--- src/rtl/pattern_stream_gen_pkg.sv ---
// rtl/pattern_stream_gen_pkg.sv - shared defaults and FSM encodings for the pattern stream transmitter
package pattern_stream_gen_pkg;

  localparam int LEN_DEF   = 28;
  localparam int CNT_W_DEF = 5;

  typedef enum logic [1:0] {
    IDLE  = 2'd0,
    SETUP = 2'd1,
    SHIFT = 2'd2
  } state_t;

endpackage

--- src/rtl/pattern_stream_gen.sv ---
// rtl/pattern_stream_gen.sv - serial x/TYPE frame transmitter with a one-deep load buffer
module pattern_stream_gen
  import pattern_stream_gen_pkg::*;
#(
  parameter int LEN   = LEN_DEF,
  parameter int CNT_W = CNT_W_DEF
) (
  input  logic             clk,
  input  logic             reset_n,
  input  logic             load_valid,
  output logic             load_ready,
  input  logic             load_type,
  input  logic [LEN-1:0]   load_bits,
  output logic             x,
  output logic             TYPE,
  output logic             frame_valid,
  output logic             frame_last,
  output logic [CNT_W-1:0] bit_idx
);

  state_t         state, state_nxt;
  logic           buf_full;
  logic           buf_type;
  logic [LEN-1:0] buf_bits;
  logic [LEN-1:0] shreg;
  logic           accept;

  assign load_ready = !buf_full;
  assign accept     = load_valid && !buf_full;

  always_ff @(posedge clk or negedge reset_n) begin
    if (!reset_n) state <= IDLE;
    else          state <= state_nxt;
  end

  always_comb begin
    state_nxt = state;
    case (state)
      IDLE:    if (buf_full) state_nxt = SETUP;
      SETUP:   state_nxt = SHIFT;
      SHIFT:   if (bit_idx == '0) state_nxt = buf_full ? SETUP : IDLE;
      default: state_nxt = IDLE;
    endcase
  end

  // The buffer is always full during SETUP, so draining it never races an accept.
  always_ff @(posedge clk or negedge reset_n) begin
    if (!reset_n) begin
      buf_full    <= 1'b0;
      buf_type    <= 1'b0;
      buf_bits    <= '0;
      shreg       <= '0;
      x           <= 1'b0;
      TYPE        <= 1'b0;
      frame_valid <= 1'b0;
      frame_last  <= 1'b0;
      bit_idx     <= '0;
    end else begin
      if (state == SETUP) begin
        buf_full <= 1'b0;
      end else if (accept) begin
        buf_full <= 1'b1;
        buf_type <= load_type;
        buf_bits <= load_bits;
      end

      case (state)
        SETUP: begin
          TYPE        <= buf_type;
          x           <= buf_bits[LEN-1];
          shreg       <= {buf_bits[LEN-2:0], 1'b0};
          frame_valid <= 1'b1;
          frame_last  <= 1'b0;
          bit_idx     <= CNT_W'(LEN - 1);
        end
        SHIFT: begin
          if (bit_idx == '0) begin
            x           <= 1'b0;
            frame_valid <= 1'b0;
            frame_last  <= 1'b0;
          end else begin
            x          <= shreg[LEN-1];
            shreg      <= {shreg[LEN-2:0], 1'b0};
            bit_idx    <= bit_idx - CNT_W'(1);
            frame_last <= (bit_idx == CNT_W'(1));
          end
        end
        default: begin
          x           <= 1'b0;
          frame_valid <= 1'b0;
          frame_last  <= 1'b0;
        end
      endcase
    end
  end

endmodule
--- config.mk ---
export PLATFORM = sky130hd
export DESIGN_NAME = pattern_stream_gen
export DESIGN_NICKNAME = d
export VERILOG_FILES = /design/src/rtl/pattern_stream_gen_pkg.sv /design/src/rtl/pattern_stream_gen.sv
export SDC_FILE = /design/constraint.sdc
export NUM_CORES = 1
export LEC_CHECK = 0
export BUFFER_PORTS_ARGS = -buffer_cell sky130_fd_sc_hd__buf_2
export CORE_MARGIN = 2
export CORE_UTILIZATION = 57
export DETAILED_ROUTE_END_ITERATION = 8
export GPL_TIMING_DRIVEN = 0
export HOLD_SLACK_MARGIN = 0.05
export PLACE_DENSITY = 0.84
export SYNTH_ARGS = -nofsm -noshare
export SYNTH_HDL_FRONTEND = slang
export SYNTH_SLANG_ARGS = --single-unit
--- constraint.sdc ---
create_clock -name clk -period 2.2 [get_ports clk]
set_clock_uncertainty 0.15 [all_clocks]
set_input_delay 0.22 -clock clk [delete_from_list [all_inputs] [get_ports clk]]
set_output_delay 0.22 -clock clk [all_outputs]
set_load 0.01 [all_outputs]
# --- Word-level counts from Yosys, hierarchy flattened ---
# Index checks and enable logic that the tools add are counted.
classes:
  add_sub_neg: 1
  eq_ne: 6
  mux: 16
  bitwise_logic: 1
  reduce_logical: 9
op_table:
  columns: ["op", "n"]
  rows:
  - ["$pmux 28 s2", 1]
  - ["$mux 28", 1]
  - ["$pmux 5 s2", 1]
  - ["$mux 1", 7]
  - ["$ne 2x2->1 const B", 3]
  - ["$pmux 2 s3", 1]
  - ["$reduce_and 2->1", 3]
  - ["$eq 5x1->1 const B", 1]
  - ["$logic_not 5->1", 1]
  - ["$mux 5", 1]
  - ["$sub 5x1->5 const B", 1]
  - ["$mux 2", 2]
  - ["$pmux 1 s2", 2]
  - ["$reduce_bool 2->1", 2]
  - ["$eq 2x1->1 const B", 1]
  - ["$eq 2x2->1 const B", 1]
  - ["$logic_not 2->1", 1]
  - ["$logic_and 1x1->1", 1]
  - ["$logic_not 1->1", 1]
  - ["$not 1->1", 1]
totals:
  ff_bits: 69
  input_bits: 32
  output_inout_bits: 10
  word_cells: 43

# --- Depth between registers and ports, before layout ---
depth:
  depth_word: 4
  depth_mapped: 7
  depth_no_buf: 5

# --- Worst setup path after synthesis ---
# Ideal clock, no wire load.
synth_path:
  path_type: "reg-to-reg"
  startpoint: "reg bit_idx[1]"
  endpoint: "reg frame_valid"
  setup_ns: 0.128
  t_arrival_ns: 1.756
  t_required_ns: 1.922
  slack_ns: 0.166
  stages_incl_launch_ff: 7
  n_path_buf: 1
  period_less_slack_ns: 2.034
  cell_sequence: "dfrtp_1 inv_1 ha_1 or4b_4 buf_6 nand2_2 mux2_1"
synth_between:
  elab_chain_cells: 2
synth_rtl:
  columns: ["item", "line", "text"]
  rows:
  - ["from (decl)", "pattern_stream_gen.sv:18", "output logic [CNT_W-1:0] bit_idx"]
  - ["from (signal assigned)", "pattern_stream_gen.sv:74", "bit_idx <= CNT_W'(LEN - 1);"]
  - ["from (signal assigned)", "pattern_stream_gen.sv:84", "bit_idx <= bit_idx - CNT_W'(1);"]
  - ["$logic_not 5->1", "pattern_stream_gen.sv:77", "if (bit_idx == '0) begin"]
  - ["$ne 2x2->1 (no source line)", null, null]
  - ["to (signal assigned)", "pattern_stream_gen.sv:72", "frame_valid <= 1'b1;"]
  - ["to (signal assigned)", "pattern_stream_gen.sv:79", "frame_valid <= 1'b0;"]
  - ["to (signal assigned)", "pattern_stream_gen.sv:90", "frame_valid <= 1'b0;"]
  - ["to (decl)", "pattern_stream_gen.sv:16", "output logic frame_valid,"]
# Every way passes these cells.
# A chain may end at the register's enable or synchronous reset.

# --- Worst setup path after layout ---
layout_path:
  startpoint: "reg bit_idx[0]"
  endpoint: "reg frame_valid"
# The elaborated chain is that of the path after synthesis.

==> out/metrics.cfg <==
[yosys]
yosysUniqueCellTypes = 35
synth-seq-cells = 68
synth_edf_count = 0
synthFlopType = dfrtp_1
synth_area_um2 = 3264
synth_nets = 343
avgSynthCellArea_um2 = 10.70
yosysSeqAreaShare_pct = 52.13
syn_inst = 305
async_flop_share_pct = 100.0
synth_warnings = 0
synth.area.top_cells = dfrtp_1 52%, mux2_2 10%, a211oi_1 6.2%
yosys.area.top_type = dfrtp_1
synth_top_area_share_pct = 52.13

[cells_and_area]
antenna_cells = 0
final_cell_mix = 67 x dfrtp_1, 53 x nand2_1, 43 x buf_2
finalNetCount = 425
synthToLayoutAreaGrowth_pct = 24.57
final_common_cell = dfrtp_1
fin_util_pct = 73.85
drive_above_1_share_pct = 28.06
n_fill_cell = 369

[pwr]
irDropWorstVdd_mv = 0.7643
clkPwrFrac_pct = 16.2
p_leak_nw = 1.790
netSwitchingFraction_pct = 36.89
seqPwrFrac_pct = 43.1
p_int_mw = 3.422
combPwrFrac_pct = 40.7
switching_power_mw = 2.001
powerDensity_nw_per_um2 = 1334

[global_route]
grt.overflow.total = 0
grt_pass1_wl_mm = 11.97
grt_antenna_before_repair = 0
globalRouteTotalUtil_pct = 24.49
grt_max_degree = 69
grt_pass1_vias = 2640

[timing]
fmax_ghz = 0.4729
hold_slack_ns = 0.3505
min_period_over_period_pct = 96.11
finalHoldViolCount = 0
period_minus_slack_ns = 2.114
worst-slew-pin-transition_ns = 0.8300
relSlewSlack_pct = 44.66
rsz0062_at_grt = no
drv_slew = 0
finalSetupViolations = 0

[route]
drtIter0Drc = 167
met2_length_mm = 3.405
viasPerCell = 5.621
routed_wl_mm = 6.986
firstDrtPassIters = 4
wl_per_cell_um = 15.06
top_layer_used = met4
drc = 0
num_vias = 2608
met1_length_mm = 3.136
postRouteAntennaNets = 0
dr_wl_met3_um = 295

[min_path]
worstHoldPathType = flip-flop to flip-flop
worstHoldStart = frame_valid

[floorplan]
die_x_um = 79.68
ios = 42
initial_core_util_pct = 59.28
die_area_um2 = 6348
coreArea_um2 = 5507
fp.dieH_um = 79.68
rows = 27

[placed_design]
gp_congestion = 0.8156
post-dp-hpwl_mm = 4.479
port_buffers = 41

[clock_tree]
clk_pin_slew_ns = 0.07
cts_made_buffers = 9
clk_path_buf_depth = 2
cts_setup_buffers = 0
h-tree-depth = 3
insertion_delay_ns = 0.34
cts_root_buffer = clkbuf_8
cts_sinks = 68
cts_tree = done

[critical_path]
arrival_ns = 2.19
cp_max_fo = 10
criticalPathCategory = flip-flop to flip-flop
timing.critical_path.from = bit_idx[0]
cp.required_ns = 2.27
start_kind = flip-flop
crit_path_end_kind = flip-flop
worstReg2RegStart = bit_idx[0]
regToRegSetupSlack_ns = 0.09

[flow_run]
max_cap_viol_count = 0

[outcome]
status = completed

-- final timing paths --
kind	to	depth (start not counted)
min in group asynchronous	buf_bits[2]	2
max reg2reg	frame_valid	6
min	frame_valid	1
max in group asynchronous	bit_idx[0]	2
max	frame_valid	6
min reg2reg	frame_valid	1
-- routing by layer --
layer  vias up  GRT usage [%]
met5         -              0
met4         0          11.55
met3        15          4.525
met2        69          39.66
met1      1277          31.91
li1       1247              -
-- cells in the mapped netlist (2+ instances only) --
master    number
a211oi_1      27
a31oi_1       26
buf_1          3
buf_2          5
buf_4          2
buf_6          3
clkbuf_1      10
dfrtp_1       68
ha_1           6
inv_1          7
mux2_1         2
mux2_2        30
mux2i_1        3
nand2_1       53
nand3_1        5
nor2_1         6
nor2b_1       27
nor3_1         3
nor3b_1        2
o21ai_0        2
-- through the flow --
| stage | setup slack [ns] | instance area [µm²] | TNS, ns | power (mW) | std cells |
|---|---|---|---|---|---|
| finish | 0.08554 | 4066 | 0 | 5.423 | 464 |
| global route | 0.02498 | 4066 | 0 | 5.840 | 464 |
| global placement | -0.03330 | 3560 | -0.3072 | 4.319 | 418 |
| floorplan | 0.1662 | 3264 | 0 | 3.862 | 305 |
| CTS | 0.02401 | 4051 | 0 | 5.416 | 465 |
| detailed placement | -0.1420 | 3562 | -1.299 | 4.458 | 418 |
-- power by group through the flow --
stage          registers [mW]  clock network, mW  logic [mW]
6_report                 2.34              0.879        2.21
5_1_grt                  2.42              0.955        2.47
4_1_cts                  2.32              0.897        2.20
3_5_place_dp             2.34                  0        2.12
3_3_place_gp             2.31                  0        2.01
2_1_floorplan            2.24                  0        1.62
-- kinds of logic (layout without fill, tap and decap cells) --
family          Yosys count  after routing  share of synthesized area, %
simple gates            101            101                         14.99
flops                    68             68                         52.13
compound gates           64             64                         13.61
mux                      36             36                         12.42
buf+inv                  30            117                         4.561
fa+ha+maj                 6              6                         2.300
-- critical path: stages, from the launching register on --
cell and delay (ns):
dfrtp_2 0.45, inv_1 0.13, ha_4 0.18, or4b_4 0.50
buf_6 0.17, nand2_2 0.09, mux2_1 0.33
-- sequential cells by signal (all words and copies together), names as in the netlist --
register,count
TYPE,1
bit_idx,5
buf_bits,28
buf_full,1
buf_type,1
frame_last,1
frame_valid,1
shreg,27
state,2
x,1
-- timing repair --
action,4_1_cts,5_1_grt
gates resized for setup,3,15
hold buffers,31,0
endpoints found under the hold margin,98,0
setup endpoints to repair,11,37
-- final cells by class --
type	instances	area (µm²)	share of cell area, %
plain buffers	22	128.9	3.169
clock buffers	11	141.4	3.477
clock inverters	5	27.53	0.6769
inverters	7	26.28	0.6462
multi-input cells	207	1431	35.20
flip-flops and latches	68	1703	41.88
well taps	72	90.09	2.215
repair buffers	72	518.0	12.74
No activity file was read; power rests on OpenSTA's default activity.
